==> src/rtl/wb_cmd_master.sv <==
// Wishbone B4 classic single-beat initiator: one valid/ready command in, one bus
// cycle out, one valid/ready response back; stalled slaves are cut off and counted.
module wb_cmd_master #(
    parameter int ADDR_W  = 32,
    parameter int DATA_W  = 32,
    parameter int TIMEOUT = 255,
    parameter int TOCNT_W = 16,
    localparam int SEL_W  = DATA_W / 8
) (
    input  logic               wb_clk_i,
    input  logic               wb_rst_n_i,
    input  logic               cmd_valid_i,
    output logic               cmd_ready_o,
    input  logic               cmd_we_i,
    input  logic [ADDR_W-1:0]  cmd_adr_i,
    input  logic [DATA_W-1:0]  cmd_dat_i,
    input  logic [SEL_W-1:0]   cmd_sel_i,
    output logic               rsp_valid_o,
    input  logic               rsp_ready_i,
    output logic [DATA_W-1:0]  rsp_dat_o,
    output logic               rsp_err_o,
    output logic               wbm_cyc_o,
    output logic               wbm_stb_o,
    output logic               wbm_we_o,
    output logic [SEL_W-1:0]   wbm_sel_o,
    output logic [ADDR_W-1:0]  wbm_adr_o,
    output logic [DATA_W-1:0]  wbm_dat_o,
    input  logic [DATA_W-1:0]  wbm_dat_i,
    input  logic               wbm_ack_i,
    output logic [TOCNT_W-1:0] to_cnt_o
);
    localparam int CNT_W = (TIMEOUT < 2) ? 1 : $clog2(TIMEOUT);

    typedef enum logic [1:0] {S_IDLE, S_BUS, S_RESP} state_t;

    state_t             r_state, w_next;
    logic               r_cyc, r_we, r_rsp_valid, r_rsp_err;
    logic [SEL_W-1:0]   r_sel;
    logic [ADDR_W-1:0]  r_adr;
    logic [DATA_W-1:0]  r_dat, r_rsp_dat;
    logic [CNT_W-1:0]   r_cnt;
    logic [TOCNT_W-1:0] r_tocnt;
    logic               w_accept, w_timeout;

    assign w_accept  = cmd_valid_i && (r_state == S_IDLE);
    assign w_timeout = (r_cnt == CNT_W'(TIMEOUT - 1));

    always_ff @(posedge wb_clk_i or negedge wb_rst_n_i) begin
        if (!wb_rst_n_i) r_state <= S_IDLE;
        else             r_state <= w_next;
    end

    always_comb begin
        w_next = r_state;
        case (r_state)
            S_IDLE:  if (w_accept)              w_next = S_BUS;
            S_BUS:   if (wbm_ack_i || w_timeout) w_next = S_RESP;
            S_RESP:  if (rsp_ready_i)            w_next = S_IDLE;
            default:                             w_next = S_IDLE;
        endcase
    end

    always_ff @(posedge wb_clk_i or negedge wb_rst_n_i) begin
        if (!wb_rst_n_i) begin
            r_cyc       <= 1'b0;
            r_we        <= 1'b0;
            r_sel       <= '0;
            r_adr       <= '0;
            r_dat       <= '0;
            r_cnt       <= '0;
            r_rsp_valid <= 1'b0;
            r_rsp_dat   <= '0;
            r_rsp_err   <= 1'b0;
            r_tocnt     <= '0;
        end else begin
            case (r_state)
                S_IDLE: if (w_accept) begin
                    r_cyc <= 1'b1;
                    r_we  <= cmd_we_i;
                    r_sel <= cmd_sel_i;
                    r_adr <= cmd_adr_i;
                    r_dat <= cmd_dat_i;
                    r_cnt <= '0;
                end
                // Ack is checked first so a response on the last allowed cycle wins.
                S_BUS: if (wbm_ack_i) begin
                    r_cyc       <= 1'b0;
                    r_rsp_valid <= 1'b1;
                    r_rsp_dat   <= r_we ? '0 : wbm_dat_i;
                    r_rsp_err   <= 1'b0;
                end else if (w_timeout) begin
                    r_cyc       <= 1'b0;
                    r_rsp_valid <= 1'b1;
                    r_rsp_dat   <= '0;
                    r_rsp_err   <= 1'b1;
                    if (r_tocnt != '1) r_tocnt <= r_tocnt + TOCNT_W'(1);
                end else begin
                    r_cnt <= r_cnt + CNT_W'(1);
                end
                S_RESP: if (rsp_ready_i) r_rsp_valid <= 1'b0;
                default: ;
            endcase
        end
    end

    assign cmd_ready_o = (r_state == S_IDLE);
    assign rsp_valid_o = r_rsp_valid;
    assign rsp_dat_o   = r_rsp_dat;
    assign rsp_err_o   = r_rsp_err;
    assign wbm_cyc_o   = r_cyc;
    assign wbm_stb_o   = r_cyc;
    assign wbm_we_o    = r_we;
    assign wbm_sel_o   = r_sel;
    assign wbm_adr_o   = r_adr;
    assign wbm_dat_o   = r_dat;
    assign to_cnt_o    = r_tocnt;
endmodule

==> config.mk <==
export PLATFORM = sky130hd
export DESIGN_NAME = wb_cmd_master
export DESIGN_NICKNAME = d
export VERILOG_FILES = /design/src/rtl/wb_cmd_master.sv
export SDC_FILE = /design/constraint.sdc
export NUM_CORES = 1
export LEC_CHECK = 0
export CAP_MARGIN = 40
export CORE_ASPECT_RATIO = 1.4
export CORE_UTILIZATION = 30
export DETAILED_ROUTE_END_ITERATION = 16
export GPL_TIMING_DRIVEN = 0
export HOLD_SLACK_MARGIN = 0.05
export PLACE_DENSITY = 0.61
export SETUP_SLACK_MARGIN = 0.05
export SLEW_MARGIN = 5
export SYNTH_ARGS = -nofsm -noshare
export SYNTH_HDL_FRONTEND = slang
export SYNTH_SLANG_ARGS = --single-unit
==> constraint.sdc <==
create_clock -name wb_clk_i -period 1.9 [get_ports wb_clk_i]
set_input_delay 0.285 -clock wb_clk_i [delete_from_list [all_inputs] [get_ports wb_clk_i]]
set_output_delay 0.285 -clock wb_clk_i [all_outputs]
set_load 0.005 [all_outputs]
==> metrics.cfg <==
[clock_network]
worstSkewPairLatency_ns=0.41
cts_buffers=17
path_clk_slew_ns=0.06
cts_tree=yes
clock-root-buffer=clkbuf_16
cts_buffer_depth=2
htreeDepth=4
cts_sinks=130

[place]
place_area_um2=7800
dp_slack_ns=-0.0977
place_congestion=0.780
post-place-cells=963
hpwl_mm=10.6
numPortBuffers=227

[pwr]
power.total_mw=12.6
p_int_mw=8.84
power_frac_clock=0.271
combPwrFrac=0.366
peakVddDrop_v=0.000781
powerDensity_nw_per_um2=1490
seq_power_share=0.363
p_sw_mw=3.76
swShare=0.298
static-leakage-power_nw=3.98

[worst_setup_path]
worstSetupPathType=reg -> reg
critPathCaptureType=flip-flop
worstPathArrival_ns=2.00
crit_fanout=10
start_kind=flip-flop
crit_required_ns=2.18

[global_route]
grt_pass1_wl_mm=23.3
met2_usage=0.297
grt_max_degree=75
use_met3=0.0590
grt-busiest-layer=met2
track_usage=0.168
grt_overflow=0
grt_pass1_vias=4665
grt_antenna_before_repair=0
met1_usage=0.187

[layout]
nNetsFinal=859
fin_area_um2=8440
utilization=0.500
seq_area_um2=3250
fin_cells=994
multi_input_area_um2=1840
syn2layout_area_growth_pct=62.1
antennaDiodeCount=0
fillers=1553
layout-drive-gt1-share=0.0827

[outcome]
status=finished, final reports clean

[timing]
fin_ws_ns=0.180
slew_violations=0
finalSetupViolations=0
worstMarginPinSlew_ns=0.561
setup_tns_ns=0
fin_crit_sh=0.905
clock_skew_ns=0.00671
fin_crit_ns=1.72
fmax_ghz=0.581
rsz0062_at_grt=false
hold_viol=0
hold-worst-slack_ns=0.395
timing.slew.headroom=0.626

[floorplan]
die_h_um=158
coreArea_um2=16900
pin_count=228
dieArea_um2=17900
row_count=56
die_x_um=113
initial_core_util=0.309

[synthesis]
yosysSeqAreaShare=0.624
yosysUniqueCellTypes=43
ys_warn_count=0
ys_ff_latch=130
synthesis.area_um2=5210
syn_avg_cell_area_um2=10.4
synth_flop_cell=dfrtp_1
synth_edf_count=0
syn-num-nets=612
synthCells=503
async_flop_share=1.00

[drt]
ant_nets=0
drt_iter0_drc=159
drt_wl_total_mm=14.5
via_per_inst=4.50
num_vias=4476
dr.pass1.iters=4
wl_per_cell_um=14.6
drc=0

[flow_run]
drv_cap=0

[min_path]
hp-class=in -> reg

==> worst max-delay path, stage by stage (launching register included) <==
cell,delay (ns)
dfrtp_1,0.41
ha_1,0.23
nand4_1,0.20
nor4b_4,0.32
buf_6,0.20
nor4_1,0.07
xor2_1,0.15
==> flip-flops by register name, summed over array words and instances (netlist names) <==
signal and cells:
rsp_dat_o 32, r_cnt 8, wbm_adr_o 32, wbm_we_o 1
wbm_sel_o 4, rsp_valid_o 1, wbm_cyc_o 1, rsp_err_o 1
wbm_dat_o 32, to_cnt_o 16, r_state 2
==> power groups by stage <==
stage / Clock (mW) / Combinational, mW / Sequential, mW
after floorplan: 0 / 1.60 / 4.62
after detailed placement: 0 / 4.69 / 4.61
after global placement: 0 / 4.63 / 4.55
final: 3.41 / 4.61 / 4.58
after global routing: 3.63 / 5.12 / 4.74
after CTS: 3.53 / 4.72 / 4.59
==> synth_stat cells (5+ instances only) <==
master	number	area (um2)
nand3_1	15	75.1
dfrtp_1	130	3250
clkbuf_1	11	41.3
a22o_1	34	298
and3_1	5	31.3
nand2_1	216	811
xor2_1	14	123
nor3_1	8	40.0
buf_2	10	50.1
==> routing by layer <==
layer / vias up / part of all wire
met2: 152 / 0.52
met4: 0 / 0.016
met3: 17 / 0.064
met5: - / 0
met1: 2144 / 0.40
li1: 2163 / -
==> cell usage in the layout, fill, tap and decap left out, types with 3 or more instances in the layout <==
master	count
clkdlybuf4s50_1	225
o21ai_0	4
buf_2	13
xor2_1	14
a22o_1	34
ha_1	3
nor3_1	8
dfrtp_1	129
nor4_1	3
buf_6	3
clkbuf_1	8
nand2_1	216
and3_1	4
clkinv_2	3
bufinv_16	4
clkbuf_16	17
nand4_1	4
inv_1	4
nand3_1	15
and4_1	3
==> worst paths after layout <==
check	start	to	slack, ns	depth (start not counted)
max	to_cnt_o[0]$_DFFE_PN0P_	to_cnt_o[7]$_DFFE_PN0P_	0.18	6
min	cmd_dat_i[3]	wbm_dat_o[3]$_DFFE_PN0P_	0.39	3
max reg2reg	to_cnt_o[0]$_DFFE_PN0P_	to_cnt_o[7]$_DFFE_PN0P_	0.18	6
min reg2reg	wbm_adr_o[16]$_DFFE_PN0P_	wbm_adr_o[16]$_DFFE_PN0P_	0.47	2
max in group asynchronous	wb_rst_n_i	r_state[1]$_DFFE_PN0P_	0.69	3
min in group asynchronous	wb_rst_n_i	to_cnt_o[12]$_DFFE_PN0P_	0.42	2
==> cells by family after synthesis <==
kind of cell / synth area share
AOI/OAI and AO/OA: 0.0809
xor gates and xnor gates: 0.0252
adders and majority gates: 0.00721
buffers and inverters: 0.0255
DFF: 0.624
muxes: 0.00216
and+or+nand+nor: 0.235
==> repair_timing <==
| action | CTS | global route |
|---|---|---|
| hold buffers | 1 | 0 |
| hold endpoints to repair | 56 | 0 |
| buffers inserted | 0 | 0 |
| gates resized for setup | 6 | 7 |
| endpoints found under the setup margin | 36 | 102 |
==> final cells by class <==
class | instances | share of cell area
repair buffers | 229 | 0.274
flip-flops and latches | 130 | 0.385
plain buffers | 23 | 0.0144
well taps | 232 | 0.0344
inverters | 4 | 0.00178
clock inverters | 13 | 0.0219
clock buffers | 18 | 0.0508
multi-input cells | 345 | 0.218
(Power assumes the default switching activity.)
